### config.mk
export PLATFORM = sky130hd
export DESIGN_NAME = rpc_dev_responder
export DESIGN_NICKNAME = d
export VERILOG_FILES = /design/src/rtl/rpc_dev_pkg.sv /design/src/rtl/rpc_dev_responder.sv
export SDC_FILE = /design/constraint.sdc
export NUM_CORES = 1
export LEC_CHECK = 0
export ABC_CLOCK_PERIOD_IN_PS = 2500
export BUFFER_PORTS_ARGS = -buffer_cell sky130_fd_sc_hd__clkbuf_2
export CAP_MARGIN = 20
export CELL_PAD_IN_SITES_DETAIL_PLACEMENT = 2
export CELL_PAD_IN_SITES_GLOBAL_PLACEMENT = 2
export CORE_MARGIN = 2
export CORE_UTILIZATION = 28
export DETAILED_ROUTE_END_ITERATION = 7
export GPL_ROUTABILITY_DRIVEN = 0
export HOLD_SLACK_MARGIN = 0.05
export PLACE_DENSITY_LB_ADDON = 0.1
export SLEW_MARGIN = 20
export SYNTH_ARGS = -nofsm -noshare
export SYNTH_HDL_FRONTEND = slang
export SYNTH_SLANG_ARGS = --single-unit
### constraint.sdc
create_clock -name clk_i -period 2.5 [get_ports clk_i]
set_input_delay 0.625 -clock clk_i [delete_from_list [all_inputs] [get_ports clk_i]]
set_output_delay 0.625 -clock clk_i [all_outputs]
set_load 0.05 [all_outputs]
### src/rtl/rpc_dev_pkg.sv
// rtl/rpc_dev_pkg.sv - shared types and command field layout for the RPC DRAM device responder
package rpc_dev_pkg;

    typedef enum logic [1:0] {
        OP_NOP = 2'b00,
        OP_WR  = 2'b01,
        OP_RD  = 2'b10,
        OP_RSV = 2'b11
    } op_e;

    typedef enum logic [2:0] {
        ST_IDLE,
        ST_CMD1,
        ST_WR_DATA,
        ST_RD_LAT,
        ST_RD_PRE,
        ST_RD_DATA,
        ST_RD_POST
    } state_e;

    typedef struct packed {
        op_e         op;
        logic [5:0]  bl;
        logic [23:0] addr;
    } cmd_t;

    localparam int unsigned CMD_OP_MSB  = 15;
    localparam int unsigned CMD_OP_LSB  = 14;
    localparam int unsigned CMD_BL_MSB  = 13;
    localparam int unsigned CMD_BL_LSB  = 8;
    localparam int unsigned CMD_AHI_MSB = 7;
    localparam int unsigned CMD_AHI_LSB = 0;

    function automatic cmd_t decode_cmd(input logic [15:0] beat0, input logic [15:0] beat1);
        cmd_t c;
        c.op   = op_e'(beat0[CMD_OP_MSB:CMD_OP_LSB]);
        c.bl   = beat0[CMD_BL_MSB:CMD_BL_LSB];
        c.addr = {beat0[CMD_AHI_MSB:CMD_AHI_LSB], beat1};
        return c;
    endfunction

endpackage

### src/rtl/rpc_dev_responder.sv
// rtl/rpc_dev_responder.sv - RPC DRAM device emulator: two-beat command decode, dqs-strobed writes
// into a 1-cycle SRAM port, and read bursts driven back on db/dqs with output enables.
module rpc_dev_responder
    import rpc_dev_pkg::*;
#(
    parameter int unsigned AddrWidth   = 24,
    parameter int unsigned ReadLatency = 4
) (
    input  logic                 clk_i,
    input  logic                 rst_ni,
    input  logic                 in_csn_i,
    input  logic                 in_stb_i,
    input  logic                 in_dqs_i,
    input  logic [15:0]          in_db_i,
    output logic                 oe_db_o,
    output logic                 oe_dqs_o,
    output logic [15:0]          out_db_o,
    output logic                 out_dqs_o,
    output logic                 out_dqsn_o,
    output logic                 mem_req_o,
    output logic                 mem_we_o,
    output logic [AddrWidth-1:0] mem_addr_o,
    output logic [15:0]          mem_wdata_o,
    input  logic [15:0]          mem_rdata_i,
    output logic                 busy_o,
    output logic                 err_o
);

    localparam logic [3:0] LatLast = 4'(ReadLatency - 1);

    logic [15:0]          db_q;
    logic                 stb_q, csn_q, dqs_q, dqs_qq;
    state_e               state_q, state_d;
    logic [15:0]          beat0_q, beat0_d;
    logic [5:0]           bl_q, bl_d;
    logic [AddrWidth-1:0] base_q, base_d;
    logic [5:0]           cnt_q, cnt_d;
    logic [3:0]           lat_q, lat_d;
    logic                 out_dqs_q, out_dqs_d;
    logic                 err_q, err_d;

    cmd_t                 cmd;
    logic                 dqs_edge;
    logic                 last_word;
    logic [AddrWidth-1:0] addr_cur, addr_nxt;

    assign cmd       = decode_cmd(beat0_q, db_q);
    assign dqs_edge  = dqs_q ^ dqs_qq;
    assign last_word = (cnt_q == bl_q);
    assign addr_cur  = base_q + AddrWidth'(cnt_q);
    assign addr_nxt  = base_q + AddrWidth'(cnt_q + 6'd1);

    always_comb begin
        state_d     = state_q;
        beat0_d     = beat0_q;
        bl_d        = bl_q;
        base_d      = base_q;
        cnt_d       = cnt_q;
        lat_d       = lat_q;
        out_dqs_d   = out_dqs_q;
        err_d       = 1'b0;
        oe_db_o     = 1'b0;
        oe_dqs_o    = 1'b0;
        out_db_o    = '0;
        mem_req_o   = 1'b0;
        mem_we_o    = 1'b0;
        mem_addr_o  = '0;
        mem_wdata_o = '0;

        // Deselect wins over everything else: outputs drop this cycle, no error is flagged.
        if (state_q != ST_IDLE && csn_q) begin
            state_d   = ST_IDLE;
            out_dqs_d = 1'b0;
        end else begin
            case (state_q)
                ST_IDLE: begin
                    if (!csn_q && stb_q) begin
                        beat0_d = db_q;
                        state_d = ST_CMD1;
                    end
                end
                ST_CMD1: begin
                    if (stb_q) begin
                        base_d = AddrWidth'(cmd.addr);
                        bl_d   = cmd.bl;
                        cnt_d  = '0;
                        lat_d  = '0;
                        case (cmd.op)
                            OP_WR:   state_d = ST_WR_DATA;
                            OP_RD:   state_d = ST_RD_LAT;
                            OP_NOP:  state_d = ST_IDLE;
                            default: begin
                                state_d = ST_IDLE;
                                err_d   = 1'b1;
                            end
                        endcase
                    end else begin
                        state_d = ST_IDLE;
                        err_d   = 1'b1;
                    end
                end
                ST_WR_DATA: begin
                    if (dqs_edge) begin
                        mem_req_o   = 1'b1;
                        mem_we_o    = 1'b1;
                        mem_addr_o  = addr_cur;
                        mem_wdata_o = db_q;
                        if (last_word) begin
                            state_d = ST_IDLE;
                        end else begin
                            cnt_d = cnt_q + 6'd1;
                        end
                    end
                end
                ST_RD_LAT: begin
                    if (lat_q == LatLast) begin
                        state_d = ST_RD_PRE;
                    end else begin
                        lat_d = lat_q + 4'd1;
                    end
                end
                ST_RD_PRE: begin
                    oe_db_o    = 1'b1;
                    oe_dqs_o   = 1'b1;
                    mem_req_o  = 1'b1;
                    mem_addr_o = base_q;
                    cnt_d      = '0;
                    out_dqs_d  = 1'b1;
                    state_d    = ST_RD_DATA;
                end
                ST_RD_DATA: begin
                    // Word k is on the bus while word k+1 is fetched behind it.
                    oe_db_o  = 1'b1;
                    oe_dqs_o = 1'b1;
                    out_db_o = mem_rdata_i;
                    if (last_word) begin
                        state_d = ST_RD_POST;
                    end else begin
                        mem_req_o  = 1'b1;
                        mem_addr_o = addr_nxt;
                        cnt_d      = cnt_q + 6'd1;
                        out_dqs_d  = ~out_dqs_q;
                    end
                end
                ST_RD_POST: begin
                    oe_db_o   = 1'b1;
                    oe_dqs_o  = 1'b1;
                    out_dqs_d = 1'b0;
                    state_d   = ST_IDLE;
                end
                default: begin
                    state_d   = ST_IDLE;
                    out_dqs_d = 1'b0;
                end
            endcase
        end
    end

    always_ff @(posedge clk_i) begin
        if (!rst_ni) begin
            db_q      <= '0;
            stb_q     <= 1'b0;
            csn_q     <= 1'b0;
            dqs_q     <= 1'b0;
            dqs_qq    <= 1'b0;
            state_q   <= ST_IDLE;
            beat0_q   <= '0;
            bl_q      <= '0;
            base_q    <= '0;
            cnt_q     <= '0;
            lat_q     <= '0;
            out_dqs_q <= 1'b0;
            err_q     <= 1'b0;
        end else begin
            db_q      <= in_db_i;
            stb_q     <= in_stb_i;
            csn_q     <= in_csn_i;
            dqs_q     <= in_dqs_i;
            dqs_qq    <= dqs_q;
            state_q   <= state_d;
            beat0_q   <= beat0_d;
            bl_q      <= bl_d;
            base_q    <= base_d;
            cnt_q     <= cnt_d;
            lat_q     <= lat_d;
            out_dqs_q <= out_dqs_d;
            err_q     <= err_d;
        end
    end

    assign out_dqs_o  = out_dqs_q;
    assign out_dqsn_o = ~out_dqs_q;
    assign busy_o     = (state_q != ST_IDLE);
    assign err_o      = err_q;

endmodule

==> metrics.md, run 1 <==
| Metric | Value |
|---|---|
| Seq/Total Area, Yosys | `32.8%` |
| CP Capture Type | `primary output` |
| Vias per inst | `around 5.6` |
| Initial core utilization | `28.6%` |
| RSZ-0062 raised after global routing | `true` |
| Critical Path AT | `2.78 ns` |
| Peak VDD IR | `278 uV` |
| Synth cell types | `61` |
| Cell Area, Synth | `4950 um^2` |
| YS warnings | `0` |
| Synth top area share | `32.8%` |
| Hold Buf Count CTS | `0` |
| Startpoint Class | `register` |
| Worst Path Max Fanout | `4` |
| Max Clk Rate | `between 200 and 300 MHz` |
| Die Y | `137 um` |
| Final Routed Wirelength | `between 30000 and 40000 um` |
| Post-route setup TNS | `-25.43 ns` |
| 1st-pass router iterations | `5` |
| Largest net degree at the start of global routing | `77` |
| Vias | `6314` |
| Initial antenna violation count | `1` |
| Commonest non-fill, non-tap cells in the layout | `nand2_1 (133), buf_4 (128), dfxtp_1 (62), clkbuf_2 (58), a21boi_0 (48)` |
| Clock Path Buffers | `2` |
| # nets final | `942` |
| Synth Area per Inst | `7.47 um^2` |
| Place WS | `-0.407 ns` |
| Cell Chain, Critical Path | `ha_4 > buf_6 > o211ai_1 > buf_4 > buf_4 > nor2_2 > o21ai_2 > nor2_1 > xnor2_1 > o22ai_2 > buf_12` |
| Synth async-reset ratio | `0%` |
| Failing checks | `negative setup slack` |
| # diodes | `0` |
| #FFs+latches synth | `81` |
| Total nets after synthesis | `713` |
| WL met3 | `1630 um` |
| Status | `finished, violations left` |
| Leakage | `about 3.3 nW` |
| Clk Latency, worst-skew pair | `0.36 ns` |
| Final Skew | `about 0.013 ns` |
| Final instance area | `8940 um^2` |
| EDFF count, synth | `0` |
| PD cells | `324 nW/um^2` |
| Setup CP Type | `register to primary output` |
| Post-Synthesis Cells | `between 600 and 700` |
| Most used DFF post-synth | `dfxtp_1` |
| Max layer used | `met5` |
| Root buf cell | `clkbuf_16` |
| Final worst slack | `-0.902 ns` |
| Placed inst area | `approximately 7300 um^2` |
| Worst Tran Pin Value | `0.716 ns` |
| Vias in the first global route | `6777` |
| Die ar. | `around 19000 um^2` |
| Setup violators final | `50` |
| Total grt overflow | `0` |
| CP required | `1.88 ns` |
| Gr usage total | `approximately 28%` |
| WL/cell | `27.4 um` |
| Final Hold Fails | `0` |
| Critical Path Most Common Cell | `buf_4` |
| CP max-delay cell | `dfxtp_4` |
| Metal2 WL | `~15000 um` |
| DRC | `0` |
| H-tree levels | `3` |
| Detailed Route Iter0 Violations | `472` |
| Most common cell after layout, fill and taps aside | `nand2_1` |
| Die Wd | `137 um` |
| Ports | `101` |
| Wl on met1 | `roughly 12000 um` |
| Min Tclk post-route | `3.40 ns` |
| Post-DP HPWL | `between 15000 and 20000 um` |
| Layout cells sized above 1 | `50.5%` |
| Site row count | `48` |
| Top delay family on crit path | `buffers and inverters` |
| Buffers added on ports | `100` |
| Dominant cell type by area after synthesis | `dfxtp_1` |
| Core area | `17300 um^2` |
| Max stage delay on crit path | `0.37 ns` |
| Synthesis-to-finish area growth | `80.7%` |
| Antenna Nets Post-Route | `0` |
| CTS Buf Count | `9` |
| Slew Viols, Final | `0` |
| Global-route wire length before repair | `between 30000 and 40000 um` |
| Clock-pin slew of the registers on the worst-case setup and hold paths | `0.07 ns` |
| Period utilization | `136%` |
| Clock Sinks | `81` |
| Bufs and invs on worst path | `4` |
| MaxCap Viol Count | `0` |
| Max_slew headroom | `52.1%` |
| Tightest Hold Check Type | `input port to register` |
| Synth top area cells | `dfxtp_1 (33%), nand2_1 (11%), a21boi_0 (7.7%)` |
| TritonCTS clock tree | `built` |
cell families after synthesis:
group           Yosys count  share of synthesized area [%]
simple gates            314                           30.6
compound gates          167                           23.2
flops                    81                           32.8
buf+inv                  62                           5.21
xor+xnor                 25                           4.42
fa+ha+maj                13                           3.59
mux                       1                          0.202
layout make-up:
cell class / instances / area [um^2]
clock buffers: 9 / 225
inverters: 12 / 47.5
fillers: 1784 / 8350
clock inverters: 7 / 87.6
repair buffers: 268 / 2600
multi-input cells: 520 / 4040
well taps: 225 / 282
flip-flops and latches: 81 / 1660
cells in the mapped netlist, types with 2 or more instances:
library cell,instances
nor4_1,8
buf_4,2
ha_1,11
a41oi_1,2
a21boi_0,51
nand3_1,8
and4_1,3
clkbuf_2,2
dfxtp_1,81
o221ai_1,2
o21bai_1,2
fa_1,2
a22oi_1,3
a211oi_1,4
o21ai_0,22
and3_1,20
o22ai_1,8
a31oi_1,7
xor2_1,10
or3_1,10
o2111ai_1,2
a21oi_1,29
o221a_2,3
a221oi_1,4
o311ai_0,2
nor2_1,39
inv_1,12
nand2b_1,10
and2_1,37
o21a_1,2
xnor2_1,15
a21o_1,6
nor3_1,15
nand4_1,9
buf_2,12
clkbuf_1,34
nand2_1,140
o211ai_1,7
nor2b_1,4
or4_1,2
per-stage QoR:
step	utilization, %	std cells	hold slack [ns]	total power, W
4_1_cts	49.5	1105	0.468	0.00290
5_1_grt	51.7	1122	0.472	0.00300
6_report	51.7	1122	0.477	0.00290
3_5_place_dp	42.0	1055	0.466	0.00150
3_3_place_gp	42.0	1055	0.459	0.00149
2_1_floorplan	-	663	0.441	0.00143
metal layers:
layer	global-route usage [%]	vias to the layer above
li1	-	2764
met1	34.0	3140
met2	49.7	289
met3	3.93	119
met4	11.6	2
met5	0	-
worst paths after layout:
check	from	endpoint	slack (ns)	depth (start not counted)
worst min-delay path	in_db_i[7]	db_q[7]	0.48	2
worst max-delay path	base_q[4]	mem_addr_o[21]	-0.90	11
worst min register to register	beat0_q[3]	beat0_q[3]	0.48	2
worst max register to register	state_q[0]	cnt_q[4]	-0.28	14
registers in the layout (all words and copies together) (netlist names):
| name | cells |
|---|---|
| base_q | 24 |
| beat0_q | 16 |
| db_q | 16 |
| bl_q | 6 |
| cnt_q | 6 |
| lat_q | 4 |
| state_q | 3 |
| csn_q | 1 |
| dqs_q | 1 |
| dqs_qq | 1 |
| err_o | 1 |
| out_dqs_o | 1 |
| stb_q | 1 |
timing repair:
item                       in CTS  in global routing
resized for setup             163                 58
gates cloned                    2                  1
setup endpoints to repair      44                 63
buffers inserted               32                 18
pin swaps                      54                 33
report_power, final:
| part | switching (W) | internal, W |
|---|---|---|
| Clock | 0.000618 | 0.000794 |
| Sequential | 0.0000292 | 0.00131 |
| Combinational | 0.0000780 | 0.0000669 |
| Total | 0.000725 | 0.00217 |
Power figures use the tool's default switching activity.
==> inputs of run 2 (changes only) <==
==> constraint.sdc (replaced) <==
create_clock -name clk_i -period 2.5 [get_ports clk_i]
set_input_delay 0.375 -clock clk_i [delete_from_list [all_inputs] [get_ports clk_i]]
set_output_delay 0.375 -clock clk_i [all_outputs]
set_load 0.05 [all_outputs]
==> run 2 against run 1 <==
Net effect: the flow still finishes with violations (negative setup slack); sequential share of layout area grew 0.73 points; non-clock buffer count shrank 32; clock skew fell by 0.00078 ns; critical path type unchanged; critical endpoint is now mem_addr_o[8]; largest cell class unchanged; highest routed layer is now met4.
==> metrics.md, run 2 (synthesis gave the netlist of run 1 again) <==
| Metric | Value |
|---|---|
| Clock Sinks | `81 (unchanged)` |
| Peak VDD IR | `377 uV (+35%)` |
| Setup violators final | `22 (-56%)` |
| Largest net degree at the start of global routing | `77 (unchanged)` |
| CTS Buf Count | `9 (unchanged)` |
| H-tree levels | `3 (unchanged)` |
| MaxCap Viol Count | `0 (unchanged)` |
| Setup CP Type | `register to primary output` |
| Initial core utilization | `28.6% (unchanged)` |
| Max FFs per register | `24 (unchanged)` |
| Vias | `5901 (-6.5%)` |
| Vias per inst | `5.41 (-3.8%)` |
| Worst Path Max Fanout | `8 (+4)` |
| Final Hold Fails | `0 (unchanged)` |
| Min Tclk post-route | `3.00 ns (-0.401 ns)` |
| Hold path start | `in_db_i[2]` |
| WL/cell | `24.0 um (-12%)` |
| Commonest non-fill, non-tap cells in the layout | `nand2_1 (132), buf_4 (107), dfxtp_1 (67), clkbuf_2 (58), a21boi_0 (51)` |
| 1st-pass router iterations | `4 (-1)` |
| Top flop regs | `base_q x24, beat0_q x16, db_q x16` |
| Clock Path Buffers | `2 (unchanged)` |
| Detailed Route Iter0 Violations | `333 (-29%)` |
| Total grt overflow | `0 (unchanged)` |
| Failing checks | `negative setup slack` |
| Ports | `101 (unchanged)` |
| Final worst slack | `-0.501 ns (+0.401 ns)` |
| Hold Path Depth | `2 (unchanged)` |
| Place WS | `-0.240 ns (+0.168 ns)` |
| Critical Path AT | `2.63 ns (-0.15 ns)` |
| Die Wd | `137 um (unchanged)` |
| Final instance area | `8570 um^2 (-4.1%)` |
| Status | `finished, violations left` |
| Layout cells sized above 1 | `46.5% (-4.0 points)` |
| Antenna Nets Post-Route | `0 (unchanged)` |
| Hold Buf Count CTS | `0 (unchanged)` |
| Leakage | `3.14 nW (-5.6%)` |
| Max Clk Rate | `333 MHz (+13%)` |
| Post-DP HPWL | `16000 um (-2.5%)` |
| Slew Viols, Final | `0 (unchanged)` |
| Buffers added on ports | `100 (unchanged)` |
| Die Y | `137 um (unchanged)` |
| Gr usage total | `24.4% (-3.8 points)` |
| PD cells | `333 nW/um^2 (+2.8%)` |
| # nets final | `910 (-3.4%)` |
| TritonCTS clock tree | `built` |
| R2R Setup Slk | `0.09 ns (+0.37 ns)` |
| Site row count | `48 (unchanged)` |
| Vias in the first global route | `6235 (-8.0%)` |
| CP required | `2.12 ns (+0.24 ns)` |
| Worst Tran Pin Value | `0.673 ns (-0.0429 ns)` |
| Final Routed Wirelength | `26200 um (-15%)` |
| Clock-pin slew of the registers on the worst-case setup and hold paths | `0.07 ns (about the same)` |
| Tightest Hold Check Type | `input port to register` |
| Hold EP | `db_q[2]` |
| Final Skew | `0.0123 ns (-0.000784 ns)` |
| # diodes | `0 (unchanged)` |
| CP Capture Type | `primary output` |
| R2r worst-path depth | `8 (-6)` |
| Max_slew headroom | `55.1% (+3.0 points)` |
| Reg-to-reg endpoint | `cnt_q[5]` |
| Synthesis-to-finish area growth | `73.2%` |
| Die ar. | `18800 um^2 (unchanged)` |
| Most common cell after layout, fill and taps aside | `nand2_1` |
| Period utilization | `120% (-16 points)` |
| Top reg by flops | `base_q` |
| Root buf cell | `clkbuf_16` |
| Initial antenna violation count | `0 (-1)` |
| DRC | `0 (unchanged)` |
| Core area | `17300 um^2 (unchanged)` |
| Placed inst area | `7040 um^2 (-2.9%)` |
| Clk Latency, worst-skew pair | `0.36 ns (about the same)` |
| RSZ-0062 raised after global routing | `true` |
| R2r startpoint | `state_q[2]` |
| Global-route wire length before repair | `34900 um (-12%)` |
| Startpoint Class | `register` |
-- run 2: cell count changes in the layout (fill, tap and decap cells not counted), sizes merged --
cell | before | now
clkbuf | 77 | 74
buf | 200 | 171
clkinv | 3 | 1
clkinvlp | 0 | 2
-- run 2: layer usage --
metal / global-route usage (%) / vias to the layer above / share of wire, %
met5: 0 / - / 0
met2: 42.9 / 155 / 53
met4: 8.42 / 0 / 2.8
li1: - / 2711 / -
met1: 30.0 / 2985 / 41
met3: 3.74 / 50 / 3.3
-- run 2: power by group --
group | leakage, nW | internal [W] | total (W) | switching [W]
combinational | 2.33 | 0.0000606 | 0.000132 | 0.0000710
clock | 0.143 | 0.000783 | 0.00139 | 0.000604
sequential | 0.668 | 0.00131 | 0.00134 | 0.0000261
total | 3.14 | 0.00215 | 0.00285 | 0.000701
-- run 2: final cells by class --
cell class                      count  area, um^2
Multi-Input combinational cell    520        3990
Timing Repair Buffer              236        2290
Clock inverter                      7        76.3
Sequential cell                    81        1660
Clock buffer                        9         225
Tap cell                          225         282
Inverter                           12        47.5
Fill cell                        1849        8720
-- run 2: worst max-delay path by stage --
stage | from | to | slack [ns] | cells past startpoint
detailed placement | base_q[0] | mem_addr_o[18] | -0.24 | 9
CTS | cnt_q[3] | mem_addr_o[19] | -0.36 | 10
global route | cnt_q[5] | mem_addr_o[8] | -0.56 | 11
finish | cnt_q[5] | mem_addr_o[8] | -0.50 | 11
floorplan | cnt_q[3] | mem_addr_o[23] | -0.16 | 8
global placement | cnt_q[1] | mem_addr_o[21] | -0.10 | 10
-- run 2: per-stage QoR --
step	hold slack, ns	total power (W)	std cells	util (%)	setup TNS, ns
floorplan	0.441	0.00143	663	-	-0.928
global placement	0.453	0.00149	1035	40.7	-0.858
detailed placement	0.464	0.00150	1035	40.7	-2.86
CTS	0.214	0.00287	1070	46.0	-6.02
global route	0.220	0.00295	1090	49.6	-9.85
finish	0.217	0.00285	1090	49.6	-8.00
-- run 2: what timing repair did --
action | in CTS | in global routing
endpoints found under the setup margin | 25 | 26
pin swaps | 45 | 50
gates cloned | 0 | 2
setup buffers | 19 | 20
resized for setup | 105 | 106
-- run 2: worst max-delay path, stage by stage (launching register included) --
cell and delay [ns]:
dfxtp_2 0.35, ha_4 0.27, buf_4 0.14, a21oi_2 0.22
o221a_4 0.30, buf_4 0.14, buf_6 0.11, nor2_4 0.04
xor2_1 0.23, a21oi_2 0.13, a21oi_4 0.19, buf_12 0.15
